===== src/rtl/nonrestoring_divider32.sv =====
// Iterative radix-2 non-restoring divider with RISC-V DIV/DIVU/REM/REMU semantics.
// One quotient bit per clock, then a single fix-up cycle. Results are held until the next start.
module nonrestoring_divider32 #(
  parameter int WIDTH = 32
) (
  input  logic             CLK,
  input  logic             nRST,
  input  logic [WIDTH-1:0] dividend,
  input  logic [WIDTH-1:0] divisor,
  input  logic             is_signed,
  input  logic             start,
  output logic [WIDTH-1:0] quotient,
  output logic [WIDTH-1:0] remainder,
  output logic             finished
);

  localparam logic [1:0] IDLE   = 2'd0;
  localparam logic [1:0] DIVIDE = 2'd1;
  localparam logic [1:0] FIXUP  = 2'd2;
  localparam logic [1:0] DONE   = 2'd3;

  localparam int CW = $clog2(WIDTH + 1);

  logic [1:0]       state;
  logic [CW-1:0]    count;
  logic [WIDTH-1:0] a_reg;
  logic [WIDTH-1:0] raw_dividend;
  logic [WIDTH:0]   p_reg;
  logic [WIDTH:0]   d_reg;
  logic             neg_q;
  logic             neg_r;
  logic             dz;

  logic [WIDTH-1:0] dividend_abs;
  logic [WIDTH-1:0] divisor_abs;
  logic [WIDTH:0]   p_shift;
  logic [WIDTH:0]   p_step;
  logic [WIDTH:0]   p_fix;

  // The partial remainder stays within [-D, D), so WIDTH+1 bits with
  // wrap-around arithmetic are enough even though 2P+bit may briefly overflow.
  always_comb begin
    dividend_abs = (is_signed && dividend[WIDTH-1]) ? -dividend : dividend;
    divisor_abs  = (is_signed && divisor[WIDTH-1])  ? -divisor  : divisor;
    p_shift      = {p_reg[WIDTH-1:0], a_reg[WIDTH-1]};
    p_step       = p_reg[WIDTH] ? (p_shift + d_reg) : (p_shift - d_reg);
    p_fix        = p_reg[WIDTH] ? (p_reg + d_reg) : p_reg;
  end

  // NOTE: state registers use non-blocking assignments so every register
  // samples the pre-edge values of the others, independent of statement order.
  always_ff @(posedge CLK or negedge nRST) begin
    if (!nRST) begin
      state        <= IDLE;
      count        <= '0;
      a_reg        <= '0;
      raw_dividend <= '0;
      p_reg        <= '0;
      d_reg        <= '0;
      neg_q        <= 1'b0;
      neg_r        <= 1'b0;
      dz           <= 1'b0;
      quotient     <= '0;
      remainder    <= '0;
    end else if (start) begin
      // A new request wins in every state and discards any in-flight divide.
      state        <= DIVIDE;
      count        <= CW'(WIDTH);
      a_reg        <= dividend_abs;
      d_reg        <= {1'b0, divisor_abs};
      p_reg        <= '0;
      neg_q        <= is_signed & (dividend[WIDTH-1] ^ divisor[WIDTH-1]) & (divisor != '0);
      neg_r        <= is_signed & dividend[WIDTH-1];
      dz           <= (divisor == '0);
      raw_dividend <= dividend;
    end else begin
      case (state)
        DIVIDE: begin
          p_reg <= p_step;
          a_reg <= {a_reg[WIDTH-2:0], ~p_step[WIDTH]};
          count <= count - CW'(1);
          if (count == CW'(1)) state <= FIXUP;
        end
        FIXUP: begin
          p_reg <= p_fix;
          if (dz) begin
            quotient  <= '1;
            remainder <= raw_dividend;
          end else begin
            quotient  <= neg_q ? -a_reg : a_reg;
            remainder <= neg_r ? -p_fix[WIDTH-1:0] : p_fix[WIDTH-1:0];
          end
          state <= DONE;
        end
        default: ;
      endcase
    end
  end

  // Gated by start so a requester sees busy in the same cycle it issues a new divide.
  assign finished = (state == DONE) && !start;

endmodule


===== config.mk =====
export PLATFORM = sky130hd
export DESIGN_NAME = nonrestoring_divider32
export DESIGN_NICKNAME = d
export VERILOG_FILES = /design/src/rtl/nonrestoring_divider32.sv
export SDC_FILE = /design/constraint.sdc
export NUM_CORES = 1
export LEC_CHECK = 0
export ABC_AREA = 1
export ABC_CLOCK_PERIOD_IN_PS = 10800
export CAP_MARGIN = 20
export CORE_ASPECT_RATIO = 1.2
export CORE_UTILIZATION = 50
export CTS_CLUSTER_DIAMETER = 120
export CTS_CLUSTER_SIZE = 12
export DETAILED_ROUTE_END_ITERATION = 12
export PLACE_DENSITY = 0.7
export SLEW_MARGIN = 20
export SYNTH_ARGS = -nofsm -noshare
export SYNTH_HDL_FRONTEND = slang
export SYNTH_SLANG_ARGS = --single-unit

===== constraint.sdc =====
create_clock -name CLK -period 10.8 [get_ports CLK]
set_input_delay 2.7 -clock CLK [delete_from_list [all_inputs] [get_ports CLK]]
set_output_delay 2.7 -clock CLK [all_outputs]
set_load 0.02 [all_outputs]

==> metrics.txt, run 1 <==
nets@finish=2766; initial core utilization=0.514; worst vdd ir=142 µV; placed cell area=18400 µm²; worst min path class=register to register; top cell type's share of synthesized area=0.306; I/O pin total=133; Die Area=34100 µm²; EDFF count, synth=0; first-pass GRT wire length=89.3 mm; startpoint types=input pin; synth cell count leaders=nand2_1, inv_1, nor2_1; sequential-to-total area share from yosys stat=0.306; setup_tns=0 ps; placed instance count=3045; initial antenna violation count=0; max cap viols=0; clk_lat worst skew=530 ps; Routability Congestion=0.999; count leader, synth=nand2_1; clock sink total=204; Yosys reg bits=204; CP Class=input pin to output pin; clock slew at reported path FFs=60 ps; period utilization=0.626; vias per inst=5.49; FF-to-FF path depth=21; main area contributors after synthesis=dfrtp_1, nand2_1, inv_1; Max Slew Vio Count=0; Layout Cells excl Fill=3070; number of diodes=0; Largest register FFs=33; Post-Syn Instances=2532; Die X=169 µm; Synth Warn #=0; DR WL/cell=18.2 µm; power after layout=0.00439 W; gr usage total=0.335; Critical Path Fanout Max=55; CP Data Arrival Time=4070 ps; Final Hold Viols=0; num rows=72; pre-CTS WS=4010 ps; setup repair bufs after CTS=0; largest net degree at the start of global routing=93; min cycle time layout=6770 ps; 1st-pass router iterations=6; Leakage=9.45 nW; actual transition at the worst max-transition pin=946 ps; Initial DRC Count=1228; gr ovfl total=0; root buffer cell=clkbuf_16; core area=32500 µm²; status=complete, no violations; post-synthesis cell area=16700 µm²; Synth Net Count=2674; Vias=16800; Pwr per Cell Area=231 nW/µm²; Crit path required time=8100 ps; setup ws final=4030 ps; CTS Buf Count=21; Worst Clk Skew=28.0 ps; post-CTS sizing=0; # setup viols final=0; dominant cell type by area after synthesis=dfrtp_1; hold path cells=2; # hold bufs at CTS=0; IO Port Bufs=132; Syn Area/Cell=6.60 µm²; Yosys cell types=58; final wirelength=56.0 mm; Final Cell Area=19000 µm²; Async SR Flop Fraction=1.00; CTS tree=yes; worst rel slew slack=0.369; ratio of cells with drive above 1 in the final layout=0.0594; Critical Path End Type=output pin; remaining antenna violation count=0; Most used DFF post-synth=dfrtp_1; Die H=202 µm; RSZ-0062 raised after global routing=no; clk buf depth=3; H-tree depth=1; Highest Clock Rate=0.148 GHz; Detail Placement HPWL=43.4 mm; vias in the first global route=16500; Post-route DRC=0; Area growth syn-to-layout=13.6%
[path summary, 6_finish.rpt]
check | startpoint | end | slack, ps
min reg2reg | raw_dividend[9]$_DFFE_PN0P_ | raw_dividend[9]$_DFFE_PN0P_ | 470
max reg2reg | d_reg[1]$_DFFE_PN0P_ | a_reg[0]$_DFFE_PN0P_ | 6460
max in group asynchronous | nRST | p_reg[32]$_DFFE_PN0P_ | 7330
max | start | finished | 4030
min in group asynchronous | nRST | a_reg[4]$_DFFE_PN0P_ | 2110
min | raw_dividend[9]$_DFFE_PN0P_ | raw_dividend[9]$_DFFE_PN0P_ | 470
[per-stage QoR]
step | hold slack [ps] | util
after CTS | 471 | 0.583
after floorplan | 437 | -
after global routing | 483 | 0.583
after detailed placement | 456 | 0.565
after global placement | 452 | 0.565
final | 468 | 0.583
[final cells by class]
type | count | area, µm²
Multi-Input combinational cell | 1918 | 10000
Sequential cell | 204 | 5110
Fill cell | 3190 | 13600
Tap cell | 444 | 556
Timing Repair Buffer | 148 | 1440
Clock inverter | 3 | 47.5
Clock buffer | 22 | 529
Inverter | 331 | 1240
[routing by layer]
metal	up-vias	track usage	share of wire
met5	-	0	0
met4	0	0.150	0.047
met3	103	0.0282	0.044
met2	474	0.589	0.48
met1	7824	0.416	0.43
li1	8448	-	-
[cells by family (layout without fill, tap and decap cells)]
group                    after synthesis  in the layout  synth area share
AND/OR/NAND/NOR                     1270           1270             0.328
AO/OA/AOI/OAI                        477            477             0.165
XOR/XNOR                              97             97            0.0509
flip-flops                           204            204             0.306
buffers and inverters                410            504            0.0936
adder cells (fa/ha/maj)               74             74            0.0563
[layout by cell type (no fill, tap or decap), types with 4 or more instances in the layout]
cell and instances:
nor3_2 9, inv_1 314, inv_2 13, nand4_1 20, dfrtp_1 203, o21ai_0 191
o221ai_1 12, nor2_2 26, nor4_1 14, nand2_2 15, nor3_1 31, a21oi_1 128
a31oi_1 20, xor2_1 70, ha_1 72, nor2_1 203, or2_2 25, clkinv_1 4
o22ai_1 18, o22a_1 16, clkbuf_16 21, o31ai_1 6, clkdlybuf4s50_1 130, o21ai_1 15
buf_4 15, nand2_1 734, a21o_1 5, nand3_2 8, o21a_1 4, nor2_4 7
o21bai_1 5, a22oi_1 4, xnor2_1 27, o211ai_1 33, nand3_1 165, nand3b_1 4
[worst max-delay path: stages]
cell and delay, ps:
buf_2 100, buf_4 280, nor3_1 320, clkdlybuf4s50_1 660
[where the power goes]
group          total [W]  switching, W  leakage (nW)  internal, W
logic            0.00262       0.00174          6.61     0.000890
registers        0.00107      0.000173          2.55     0.000901
clock network   0.000686      0.000314         0.283     0.000372
total            0.00439       0.00222          9.45      0.00216
(Power assumes the default switching activity.)
==> run 2, diff against run 1 <==
ABC_CLOCK_PERIOD_IN_PS = 5530   (was 10800)
PLACE_DENSITY = 0.73   (was 0.7)
clock period = 5.53 ns   (was 10.8 ns; I/O delays follow)
==> run 2 against run 1 <==
Effect of this change: largest cell class unchanged; worst hold slack improved by 5.8 ps; critical endpoint is now p_reg[28]$_DFFE_PN0P_; sequential share of layout area hardly changed; clock-buffer cell count decreased by 1; clock power rose by 81%.
==> metrics.txt, run 2 (synthesis gave the netlist of run 1 again) <==
IO Port Bufs=132 (unchanged); first-pass GRT wire length=90.4 mm (was 89.3 mm); CP peak stage delay=440 ps (was 660 ps); period utilization=0.732; max cap viols=0 (unchanged); Leakage=9.46 nW (was 9.45 nW); I/O pin total=133 (unchanged); CTS tree=yes (unchanged); final wirelength=56.8 mm (was 56.0 mm); status=complete, no violations (unchanged); CP Cell Sequence=nor2_1 > nand3_1 > nor3_2 > inv_1 > nor3_2 > nand2_1 > nor2_2 > a31oi_1 > nor2_1 > nand2_1 > xor2_1 > ha_1 > nand2_1 > nor4_1 > nand3_1 > nand3_1 > a21o_1 > a21oi_1 > o21ai_0 > o21ai_0 > nand2_1 > o21ai_0 (was buf_2 > buf_4 > nor3_1 > clkdlybuf4s50_1); Post-route DRC=0 (unchanged); Sequential Power Share=0.249 (was 0.245); Routability Congestion=0.956 (was 0.999); Pwr per Cell Area=448 nW/µm² (was 231 nW/µm²); vias per inst=5.61 (was 5.49); # setup viols final=0 (unchanged); gr ovfl total=0 (unchanged); CP dominant cell by count=nand2_1; core area=32500 µm² (unchanged); Worst path slowest cell=dfrtp_1 (was clkdlybuf4s50_1); internal power=0.00416 W (was 0.00216 W); actual transition at the worst max-transition pin=977 ps (was 946 ps); Die Area=34100 µm² (unchanged); Max Slew Vio Count=0 (unchanged); Clk pwr share=0.145 (was 0.157); setup repair bufs after CTS=0 (unchanged); FF/Latch Area=5110 µm² (unchanged); worst rel slew slack=0.349 (was 0.369); clk buf depth=3 (unchanged); Largest register FFs=33 (unchanged); Worst Setup SP=d_reg[2]$_DFFE_PN0P_ (was start); gr usage total=0.338 (was 0.335); Gate power share=0.606 (was 0.599); setup ws final=1480 ps (was 4030 ps); Highest Clock Rate=0.247 GHz; num rows=72 (unchanged); switch share=0.512 (was 0.507); # hold bufs at CTS=0 (unchanged); CTS Buf Count=20 (was 21); nets@finish=2769 (was 2766); worst min path class=register to register (unchanged); Final Hold Viols=0 (unchanged); startpoint types=register (was input pin); initial antenna violation count=2 (was 0); Worst Clk Skew=34.0 ps (was 28.0 ps); Critical Path End Type=register (was output pin); Initial DRC Count=1392 (was 1228); Die H=202 µm (unchanged); worst vdd ir=276 µV (was 142 µV); area of the multi-input gates=10000 µm² (about the same); Vias=17200 (was 16800); CP Class=register to register (was input pin to output pin); min cycle time layout=4050 ps; hold path start=raw_dividend[0]$_DFFE_PN0P_ (was raw_dividend[9]$_DFFE_PN0P_); r2r startpoint=d_reg[2]$_DFFE_PN0P_ (was d_reg[1]$_DFFE_PN0P_); Switch Pwr=0.00436 W (was 0.00222 W); 1st-pass router iterations=8 (was 6); post-CTS sizing=0 (unchanged); Crit path required time=5920 ps (was 8100 ps); initial core utilization=0.514 (unchanged); largest net degree at the start of global routing=116 (was 93); H-tree depth=1 (unchanged); Area growth syn-to-layout=13.7% (was 13.6%); DR WL/cell=18.5 µm (was 18.2 µm); CP Data Arrival Time=4440 ps (was 4070 ps); clk_lat worst skew=540 ps (was 530 ps); ratio of cells with drive above 1 in the final layout=0.0594 (about the same); remaining antenna violation count=0 (unchanged); setup_tns=0 ps (unchanged); pre-CTS WS=1320 ps (was 4010 ps); root buffer cell=clkbuf_16 (unchanged); Detail Placement HPWL=44.1 mm (was 43.4 mm); Fillers=3167 (was 3190); most frequent cells in the layout=nand2_1, inv_1, nor2_1 (was nand2_1, inv_1, nor2_1, dfrtp_1, o21ai_0); clock slew at reported path FFs=70 ps (was 60 ps); commonest non-fill, non-tap cell in the layout=nand2_1 (unchanged); Critical Path Fanout Max=5 (was 55); clock sink total=204 (unchanged); RSZ-0062 raised after global routing=no (unchanged); vias in the first global route=16700 (was 16500); Die X=169 µm (unchanged)
==> run 2: changes by cell type in the layout (fill, tap and decap cells not counted), sizes merged <==
cell,before,now
buf,17,21
diode,0,2
inv,329,327
bufinv,1,0
clkbuf,23,22
clkinv,4,5
==> run 2: area by class of cell <==
type                            instances  share of cell area
Inverter                              331              0.0654
Clock inverter                          1            0.000856
Antenna cell                            2            0.000263
Tap cell                              444              0.0292
Multi-Input combinational cell       1918               0.529
Timing Repair Buffer                  152              0.0802
Clock buffer                           21              0.0265
Sequential cell                       204               0.269
==> run 2: power by group through the flow <==
stage / Sequential [W] / Combinational, W / Clock [W]
after floorplan: 0.00201 / 0.00372 / 0
after global placement: 0.00213 / 0.00498 / 0
after detailed placement: 0.00213 / 0.00504 / 0
after CTS: 0.00211 / 0.00507 / 0.00127
after global routing: 0.00215 / 0.00581 / 0.00131
final: 0.00212 / 0.00516 / 0.00124
==> run 2: final timing paths <==
check | to | slack, ps | cells after the start
min in group asynchronous | quotient[26]$_DFFE_PN0P_ | 790 | 1
hold reg to reg | raw_dividend[0]$_DFFE_PN0P_ | 470 | 2
max in group asynchronous | p_reg[32]$_DFFE_PN0P_ | 3460 | 3
hold / removal | raw_dividend[0]$_DFFE_PN0P_ | 470 | 2
setup reg to reg | p_reg[28]$_DFFE_PN0P_ | 1480 | 22
setup / recovery | p_reg[28]$_DFFE_PN0P_ | 1480 | 22
==> run 2: critical path, delay by kind of cell (launching register included) <==
family	cells	cell delay (ps)
AO/OA/AOI/OAI	6	720
adder cells (fa/ha/maj)	1	360
XOR/XNOR	1	170
AND/OR/NAND/NOR	13	2150
buffers and inverters	1	70
flip-flops	1	440
==> run 2: per-layer routing <==
layer  vias to the layer above  track usage  wire length, µm
met5                         -            0                0
met2                       622        0.567            26900
met1                      8026        0.429            23700
met4                         0        0.178             2900
met3                       132       0.0329             3200
li1                       8455            -                -
==> run 2: through the flow <==
stage | hold slack [ps] | instances | util | cell area (µm²) | power, W
global route | 497 | 3073 | 0.584 | 19000 | 0.00927
CTS | 475 | 3069 | 0.582 | 18900 | 0.00845
detailed placement | 459 | 3047 | 0.566 | 18400 | 0.00717
finish | 474 | 3073 | 0.584 | 19000 | 0.00852
floorplan | 437 | 2532 | - | 16700 | 0.00572
global placement | 454 | 3047 | 0.566 | 18400 | 0.00711
==> run 3, diff against run 2 <==
ABC_CLOCK_PERIOD_IN_PS = 3900   (was 5530)
PLACE_DENSITY = 0.7   (was 0.73)
clock period = 3.9 ns   (was 5.53 ns; I/O delays follow)
==> run 3 against run 2 <==
Effect of this change: fmax increased by 6.4%; largest cell class unchanged; combinational power rose by 55%; flip-flop and latch count stayed put; die area unchanged; total power rose by 50%; sequential share of layout area decreased by 0.75 points.
==> metrics.txt, run 3 (synthesis gave the netlist of run 1 again) <==
max cap viols=0 (unchanged); CP Data Arrival Time=4250 ps (was 4440 ps); placed cell area=18600 µm² (was 18400 µm²); # setup viols final=0 (unchanged); clock sink total=204 (unchanged); 1st-pass router iterations=7 (was 8); actual transition at the worst max-transition pin=734 ps (was 977 ps); ratio of cells with drive above 1 in the final layout=0.0904 (was 0.0594); first-pass GRT wire length=91.3 mm (was 90.4 mm); gr ovfl total=0 (unchanged); num rows=72 (unchanged); Die Area=34100 µm² (unchanged); CTS Buf Count=20 (unchanged); Worst Clk Skew=21.1 ps (was 34.0 ps); worst rel slew slack=0.511 (was 0.349); CP Class=register to register (unchanged); Max Slew Vio Count=0 (unchanged); worst min path class=register to register (unchanged); Die H=202 µm (unchanged); core area=32500 µm² (unchanged); setup_tns=0 ps (unchanged); remaining antenna violation count=0 (unchanged); Post-route DRC=0 (unchanged); Final Hold Viols=0 (unchanged); H-tree depth=1 (unchanged); Detail Placement HPWL=45.7 mm (was 44.1 mm); RSZ-0062 raised after global routing=yes (was no); nets@finish=2807 (was 2769); clk_lat worst skew=530 ps (was 540 ps); most frequent cells in the layout=nand2_1, inv_1, nor2_1 (unchanged); Pwr per Cell Area=653 nW/µm² (was 448 nW/µm²); number of diodes=0 (was 2); IO Port Bufs=132 (unchanged); CTS tree=yes (unchanged); status=complete, no violations (unchanged); Routability Congestion=0.995 (was 0.956); initial antenna violation count=0 (was 2); largest net degree at the start of global routing=88 (was 116); min cycle time layout=3800 ps (was 4050 ps); clk buf depth=3 (unchanged); Crit path required time=4340 ps (was 5920 ps); vias per inst=5.59 (was 5.61); # hold bufs at CTS=0 (unchanged); Critical Path End Type=register (unchanged); gr usage total=0.344 (was 0.338); Highest Clock Rate=0.263 GHz (was 0.247 GHz); Die X=169 µm (unchanged); Vias=17400 (was 17200); DR WL/cell=18.8 µm (was 18.5 µm); vias in the first global route=16800 (was 16700); power after layout=0.0128 W (was 0.00852 W); Critical Path Fanout Max=5 (unchanged); final wirelength=58.4 mm (was 56.8 mm); startpoint types=register (unchanged); I/O pin total=133 (unchanged); Area growth syn-to-layout=17.0% (was 13.7%); worst vdd ir=375 µV (was 276 µV); clock slew at reported path FFs=70 ps (about the same); commonest non-fill, non-tap cell in the layout=nand2_1 (unchanged); Initial DRC Count=1475 (was 1392); Leakage=9.71 nW (was 9.46 nW); root buffer cell=clkbuf_16 (unchanged); period utilization=0.975 (was 0.732); Largest register FFs=33 (unchanged); Final Cell Area=19500 µm² (was 19000 µm²); initial core utilization=0.514 (unchanged)
## run 3: cell types whose count changed in the layout (fill, tap and decap cells not counted), moves of 6 or more
cell     previous run  this run
nand2_2            15        25
a21oi_1           128       120
buf_4              17        54
o21ai_0           191       183
o21ai_1            15        21
nand2_1           734       721
ha_1               72        65
a21oi_2             2        10
## run 3: timing repair
item,4_1_cts,5_1_grt
endpoints found under the hold margin,0,0
buffers inserted,0,13
gates resized for setup,0,72
setup endpoints to repair,0,17
## run 3: worst max-delay path: stages, from the launching register on
cell      delay [ps]
dfrtp_2          440
inv_2             90
ha_4             130
nand2_1           70
nor2_2           140
nand2_2           90
nor3_4           210
nand2_2          130
nor3_4           240
nand2_2          150
nand2_2           80
xnor2_1           60
ha_2             420
nand2_2          130
nor4_4           300
nand3_1          100
nand3_1          150
nand2_1           70
o211ai_1         160
buf_4            180
nand2_1           60
nand3_1           70
nand3_1           80
a31oi_1          150
## run 3: worst paths after layout
check,from,to,slack (ps),cells after the start
max in group asynchronous,nRST,d_reg[1]$_DFFE_PN0P_,2640,2
min in group asynchronous,nRST,a_reg[5]$_DFFE_PN0P_,500,1
setup reg to reg,d_reg[1]$_DFFE_PN0P_,p_reg[29]$_DFFE_PN0P_,100,23
hold / removal,remainder[7]$_DFFE_PN0P_,remainder[7]$_DFFE_PN0P_,480,2
setup / recovery,d_reg[1]$_DFFE_PN0P_,p_reg[29]$_DFFE_PN0P_,100,23
hold reg to reg,remainder[7]$_DFFE_PN0P_,remainder[7]$_DFFE_PN0P_,480,2
## run 3: where the power goes
group	leakage (nW)	switching [W]	total, W	internal [W]
Clock	0.255	0.000853	0.00177	0.000914
Sequential	2.55	0.000499	0.00300	0.00250
Combinational	6.90	0.00517	0.00801	0.00283
## run 3: layer usage
metal | vias to the layer above | GRT usage | wire length (µm)
li1 | 8510 | - | -
met1 | 8108 | 0.418 | 23300
met2 | 621 | 0.598 | 28600
met3 | 151 | 0.0360 | 3360
met4 | 0 | 0.179 | 3240
met5 | - | 0 | 0
## run 3: stage by stage
step                      cells  utilization  setup WS [ps]  hold slack [ps]
after detailed placement   3073        0.573           36.2              464
after floorplan            2532            -            290              437
after global routing       3109        0.601           -162              501
after global placement     3073        0.573           75.4              456
final                      3109        0.601           96.3              482
after CTS                  3095        0.589           14.5              480
## run 3: area by class of cell
class | count | area (µm²)
timing repair buffer | 190 | 1810
multi-input combinational | 1918 | 10300
inverter | 331 | 1240
fill | 3154 | 13000
clock inverter | 1 | 16.3
clock buffer | 21 | 504
sequential | 204 | 5110
tap | 444 | 556
